$ cat src/rtl/universal_shift_reg_if.sv
// Bundles the operation request, data and status signals of universal_shift_reg.
//   enable, mode, amt, D, sin : operation request driven by the master
//   Q, sout, busy, done, parity: register contents and status driven by the slave
// Modports: master (requester), slave (shift register).
interface universal_shift_reg_if #(
    parameter int unsigned WIDTH = 8
) ();
    localparam int unsigned AW = $clog2(WIDTH + 1);

    logic             enable;
    logic [2:0]       mode;
    logic [AW-1:0]    amt;
    logic [WIDTH-1:0] D;
    logic             sin;
    logic [WIDTH-1:0] Q;
    logic             sout;
    logic             busy;
    logic             done;
    logic             parity;

    modport master (
        output enable, mode, amt, D, sin,
        input  Q, sout, busy, done, parity
    );

    modport slave (
        input  enable, mode, amt, D, sin,
        output Q, sout, busy, done, parity
    );
endinterface

$ cat src/rtl/universal_shift_reg.sv
// Universal shift register: hold/load/clear complete in one edge; shift,
// rotate and arithmetic-shift opcodes run one bit step per edge for amt steps.
// Ports:
//   clk   : rising-edge clock
//   reset : synchronous, active-high; returns Q to INIT and aborts any operation
//   bus   : universal_shift_reg_if.slave (enable, mode, amt, D, sin in;
//           Q, sout, busy, done, parity out)
// Optional feature: define PARITY_EN to register even parity of Q; otherwise
// parity is tied to 0.
module universal_shift_reg #(
    parameter int unsigned      WIDTH = 8,
    parameter logic [WIDTH-1:0] INIT  = '0
) (
    input  logic                 clk,
    input  logic                 reset,
    universal_shift_reg_if.slave bus
);
    localparam int unsigned AW = $clog2(WIDTH + 1);

    localparam logic [2:0] OP_HOLD  = 3'b000;
    localparam logic [2:0] OP_LOAD  = 3'b001;
    localparam logic [2:0] OP_SHL   = 3'b010;
    localparam logic [2:0] OP_SHR   = 3'b011;
    localparam logic [2:0] OP_ROTL  = 3'b100;
    localparam logic [2:0] OP_ROTR  = 3'b101;
    localparam logic [2:0] OP_ASR   = 3'b110;
    localparam logic [2:0] OP_CLEAR = 3'b111;

    typedef enum logic {
        IDLE = 1'b0,
        STEP = 1'b1
    } state_t;

    state_t           state, state_n;
    logic [WIDTH-1:0] q, q_n;
    logic             sout_r, sout_n;
    logic             done_r, done_n;
    logic [2:0]       op, op_n;
    logic [AW-1:0]    cnt, cnt_n;

    // One bit step: returns {ejected bit, new contents}; non-shift ops pass through.
    function automatic logic [WIDTH:0] step_fn(
        input logic [2:0]       m,
        input logic [WIDTH-1:0] v,
        input logic             s,
        input logic             o
    );
        logic [WIDTH:0] r;
        case (m)
            OP_SHL:  r = {v[WIDTH-1], v[WIDTH-2:0], s};
            OP_SHR:  r = {v[0], s, v[WIDTH-1:1]};
            OP_ROTL: r = {v[WIDTH-1], v[WIDTH-2:0], v[WIDTH-1]};
            OP_ROTR: r = {v[0], v[0], v[WIDTH-1:1]};
            OP_ASR:  r = {v[0], v[WIDTH-1], v[WIDTH-1:1]};
            default: r = {o, v};
        endcase
        return r;
    endfunction

    // State and datapath registers
    always_ff @(posedge clk) begin
        if (reset) begin
            state  <= IDLE;
            q      <= INIT;
            sout_r <= 1'b0;
            done_r <= 1'b0;
            op     <= OP_HOLD;
            cnt    <= '0;
        end else begin
            state  <= state_n;
            q      <= q_n;
            sout_r <= sout_n;
            done_r <= done_n;
            op     <= op_n;
            cnt    <= cnt_n;
        end
    end

    // Next-state and datapath logic
    always_comb begin
        state_n = state;
        q_n     = q;
        sout_n  = sout_r;
        done_n  = 1'b0;
        op_n    = op;
        cnt_n   = cnt;
        case (state)
            IDLE: begin
                if (bus.enable) begin
                    case (bus.mode)
                        OP_HOLD:  done_n = 1'b1;
                        OP_LOAD: begin
                            q_n    = bus.D;
                            done_n = 1'b1;
                        end
                        OP_CLEAR: begin
                            q_n    = '0;
                            done_n = 1'b1;
                        end
                        default: begin
                            if (bus.amt == '0) begin
                                done_n = 1'b1;
                            end else begin
                                // First step happens on the accepting edge.
                                {sout_n, q_n} = step_fn(bus.mode, q, bus.sin, sout_r);
                                if (bus.amt == AW'(1)) begin
                                    done_n = 1'b1;
                                end else begin
                                    state_n = STEP;
                                    op_n    = bus.mode;
                                    cnt_n   = bus.amt - AW'(1);
                                end
                            end
                        end
                    endcase
                end
            end
            STEP: begin
                // cnt holds the steps still to run, including this one.
                {sout_n, q_n} = step_fn(op, q, bus.sin, sout_r);
                cnt_n         = cnt - AW'(1);
                if (cnt == AW'(1)) begin
                    state_n = IDLE;
                    done_n  = 1'b1;
                end
            end
            default: state_n = IDLE;
        endcase
    end

`ifdef PARITY_EN
    logic parity_r;

    // Even parity tracks the value being written into Q on the same edge.
    always_ff @(posedge clk) begin
        if (reset) begin
            parity_r <= ^INIT;
        end else begin
            parity_r <= ^q_n;
        end
    end

    assign bus.parity = parity_r;
`else
    assign bus.parity = 1'b0;
`endif

    assign bus.Q    = q;
    assign bus.sout = sout_r;
    assign bus.busy = (state == STEP);
    assign bus.done = done_r;

endmodule

$ cat src/flat_wrapper.sv
// flat-port wrapper written by rule: the top's interface ports become plain ports
module universal_shift_reg_flat 
#(
    parameter int unsigned      WIDTH = 8,
    parameter logic [WIDTH-1:0] INIT  = '0
)
  (clk, reset, bus_enable, bus_mode, bus_amt, bus_D, bus_sin, bus_Q, bus_sout, bus_busy, bus_done, bus_parity);
  universal_shift_reg_if #(.WIDTH(WIDTH)) bus_i ();
  input  logic clk;
  input  logic reset;
  input wire logic [$bits(bus_i.enable)-1:0] bus_enable;
  input wire logic [$bits(bus_i.mode)-1:0] bus_mode;
  input wire logic [$bits(bus_i.amt)-1:0] bus_amt;
  input wire logic [$bits(bus_i.D)-1:0] bus_D;
  input wire logic [$bits(bus_i.sin)-1:0] bus_sin;
  output wire logic [$bits(bus_i.Q)-1:0] bus_Q;
  output wire logic [$bits(bus_i.sout)-1:0] bus_sout;
  output wire logic [$bits(bus_i.busy)-1:0] bus_busy;
  output wire logic [$bits(bus_i.done)-1:0] bus_done;
  output wire logic [$bits(bus_i.parity)-1:0] bus_parity;
  assign bus_i.enable = bus_enable;
  assign bus_i.mode = bus_mode;
  assign bus_i.amt = bus_amt;
  assign bus_i.D = bus_D;
  assign bus_i.sin = bus_sin;
  assign bus_Q = bus_i.Q;
  assign bus_sout = bus_i.sout;
  assign bus_busy = bus_i.busy;
  assign bus_done = bus_i.done;
  assign bus_parity = bus_i.parity;
  universal_shift_reg #(.WIDTH(WIDTH), .INIT(INIT)) u_core (.clk(clk), .reset(reset), .bus(bus_i));
endmodule
$ cat config.mk
export PLATFORM = sky130hd
export DESIGN_NAME = universal_shift_reg_flat
export DESIGN_NICKNAME = d
export VERILOG_FILES = /design/src/rtl/universal_shift_reg_if.sv /design/src/rtl/universal_shift_reg.sv /design/src/flat_wrapper.sv
export SDC_FILE = /design/constraint.sdc
export NUM_CORES = 1
export LEC_CHECK = 0
export ABC_CLOCK_PERIOD_IN_PS = 3300
export CORE_UTILIZATION = 55
export DETAILED_ROUTE_END_ITERATION = 7
export PLACE_DENSITY = 0.94
export SLEW_MARGIN = 20
export SYNTH_ARGS = -nofsm -noshare
export SYNTH_HDL_FRONTEND = slang
export SYNTH_SLANG_ARGS = --single-unit
$ cat constraint.sdc
create_clock -name clk -period 3.3 [get_ports clk]
set_clock_uncertainty 0.1 [all_clocks]
set_input_delay 0.66 -clock clk [delete_from_list [all_inputs] [get_ports clk]]
set_output_delay 0.66 -clock clk [all_outputs]
set_load 0.05 [all_outputs]
==> results.yml <==
critical_path:
  cp.required_ps: 3420
  cp-start-kind: "input port"
  worst-setup-path-type: "input port to register"
  arrival_ps: 2720
  critPathMaxFanout: 19
  end_kind: "register"
logic_synthesis:
  synth_ff_type: "dfxtp_1"
  synth_area_leaders: "dfxtp_1 (20%), a211oi_1 (6.4%), nor2_1 (5.3%), a21oi_1 (5.1%), mux2i_1 (4.0%)"
  yosys.area.top_type: "dfxtp_1"
  ys_ff_latch: 18
  synth_cells: 233
  async_reset_ff_share_pct: 0
  synth_fp_nets: 256
  yosysTopAreaCellShare_pct: 20.5
  seq_area_frac_synth_pct: 20.5
  synth_edf_count: 0
  synth_cell_types: 50
  syn_avg_cell_area_um2: 7.55
  ys_warn_count: 0
  syn_area_um2: 1760
cts:
  clock-sinks: 18
  h-tree-depth: 1
  cts_buffers: 3
  cts_tree: "yes"
  post_cts_resized: 0
  cts_buffer_depth: 2
  cts_setup_buffers: 0
  cts_hold_buf: 0
  root_buffer: "clkbuf_4"
  clk_pin_slew_ps: 120
  clk-insertion-delay-late_ps: 310
global_route:
  grt_pass1_vias: 1590
  gr-total-overflow: 0
  groute.usage.overall_pct: 28.9
  antenna_found_initial: 0
  grt_pass1_wl_um: 7620
  grt_max_degree: 32
sta:
  tightest_slew_ps: 776
  tns_ps: 0
  period_share_pct: 78.7
  fin_ws_ps: 702
  hold_viol: 0
  rsz0062_at_grt: "no"
  fmaxAchievable_ghz: 0.385
  holdWs_ps: 414
  layout_min_cycle_time_ps: 2600
  maxSlewHeadroom_pct: 48.1
  slew_viol_final: 0
  final-setup-viol-count: 0
die:
  io_pins: 31
  core_um2: 3050
  die-area_um2: 3430
  die_h_um: 58.6
  row_count: 20
  die_width_um: 58.6
  start_util_pct: 57.6
run_status:
  status: "finished clean"
routing:
  routed_wl_um: 4630
  ant_nets: 0
  dr.pass1.iters: 5
  viasPerCell: 6.52
  drc: 0
  num_vias: 1904
  routedWlPerCell_um: 15.8
  drtIter0Drc: 322
hold_path:
  hp-class: "register to register"
placement:
  place_area_um2: 2030
  dp_cells: 288
  port_buffers: 29
  post-place-ws_ps: 463
  gp_congestion: 0.900
  dp_hpwl_um: 3190
pwr:
  power_leakage_nw: 0.704
  power_density_nw_per_um2: 360
  power.total_mw: 0.743
  peakVddDrop_v: 0.000178
flow_run:
  maxCapViolCount: 0
finish:
  fin_nets: 272
  drive_gt1_share_pct: 8.87
  fin_cells: 292
  stdcell_area_um2: 2060
  area_delta_synth_final_pct: 17.2
  finish.utilization_pct: 67.5
  diodes: 0
==> power by group <==
group | switching (mW) | internal (mW)
clock network | 0.0816 | 0.0675
registers | 0.0352 | 0.239
logic | 0.188 | 0.131
total | 0.305 | 0.437
==> critical path: stages <==
cell	delay, ps
clkdlybuf4s50_1	530
buf_4	250
nor2b_1	560
a32oi_1	190
a21oi_1	150
nor2_1	70
o32ai_1	280
==> flip-flops by register name (all words and copies together), names as in the netlist <==
register         flops
u_core.bus.busy      1
u_core.cnt           4
u_core.op            3
u_core.bus.sout      1
u_core.bus.Q         8
u_core.bus.done      1
==> layout make-up <==
cell class,count,area (um2)
well taps,44,55.1
flip-flops and latches,18,360
multi-input cells,182,1240
clock buffers,4,36.3
fillers,240,991
inverters,10,37.5
repair buffers,34,328
==> final timing paths <==
check	from	endpoint	slack (ps)	depth (start not counted)
worst min-delay path	u_core.bus.sout$_SDFFE_PP0P_	u_core.bus.sout$_SDFFE_PP0P_	410	2
worst max register to register	u_core.op[1]$_SDFFE_PP0P_	u_core.bus.Q[1]$_SDFFE_PP0P_	1040	4
worst min register to register	u_core.bus.sout$_SDFFE_PP0P_	u_core.bus.sout$_SDFFE_PP0P_	410	2
worst max-delay path	bus_mode[2]	u_core.bus.Q[1]$_SDFFE_PP0P_	700	7
==> cell usage after synthesis, types with 3 or more instances <==
| library cell | instances |
|---|---|
| nand3b_1 | 3 |
| dfxtp_1 | 18 |
| o32ai_1 | 8 |
| buf_2 | 9 |
| inv_1 | 10 |
| ha_1 | 4 |
| a21oi_1 | 18 |
| nor3_1 | 7 |
| a31oi_1 | 5 |
| nand2b_1 | 9 |
| mux2i_1 | 7 |
| o21ai_0 | 10 |
| nand3_1 | 4 |
| mux2_2 | 3 |
| a32oi_1 | 6 |
| o22ai_1 | 8 |
| nand2_1 | 12 |
| clkbuf_1 | 10 |
| o211ai_1 | 4 |
| nor2_1 | 25 |
| a211oi_1 | 15 |
| buf_4 | 3 |
==> cell usage in the layout (no fill, tap or decap), types with 5 or more instances in the layout <==
cell type	n
dfxtp_1	18
o22ai_1	8
inv_1	10
clkdlybuf4s50_1	29
o32ai_1	8
nor2_1	25
a32oi_1	6
mux2i_1	7
a31oi_1	5
nor3_1	7
a211oi_1	15
a21oi_1	18
nand2b_1	9
nand2_1	12
buf_4	5
o21ai_0	10
==> per-layer routing <==
layer	vias to the layer above	GRT usage, %	part of all wire [%]
li1	907	-	-
met1	877	41.1	43
met2	105	44.8	47
met3	15	3.52	7.9
met4	0	11.2	2.0
met5	-	0	0
==> logic make-up (layout without fill, tap and decap cells) <==
| family | after synthesis | after routing | synth area share (%) |
|---|---|---|---|
| XOR/XNOR | 5 | 5 | 2.92 |
| AO/OA/AOI/OAI | 89 | 89 | 37.3 |
| flip-flops | 18 | 18 | 20.5 |
| adder cells (fa/ha/maj) | 6 | 6 | 3.98 |
| buffers and inverters | 33 | 48 | 8.75 |
| AND/OR/NAND/NOR | 71 | 71 | 20.5 |
| multiplexers | 10 | 10 | 5.90 |
| other | 1 | 1 | 0.213 |
Note: power is estimated with default switching activity, not from simulation.
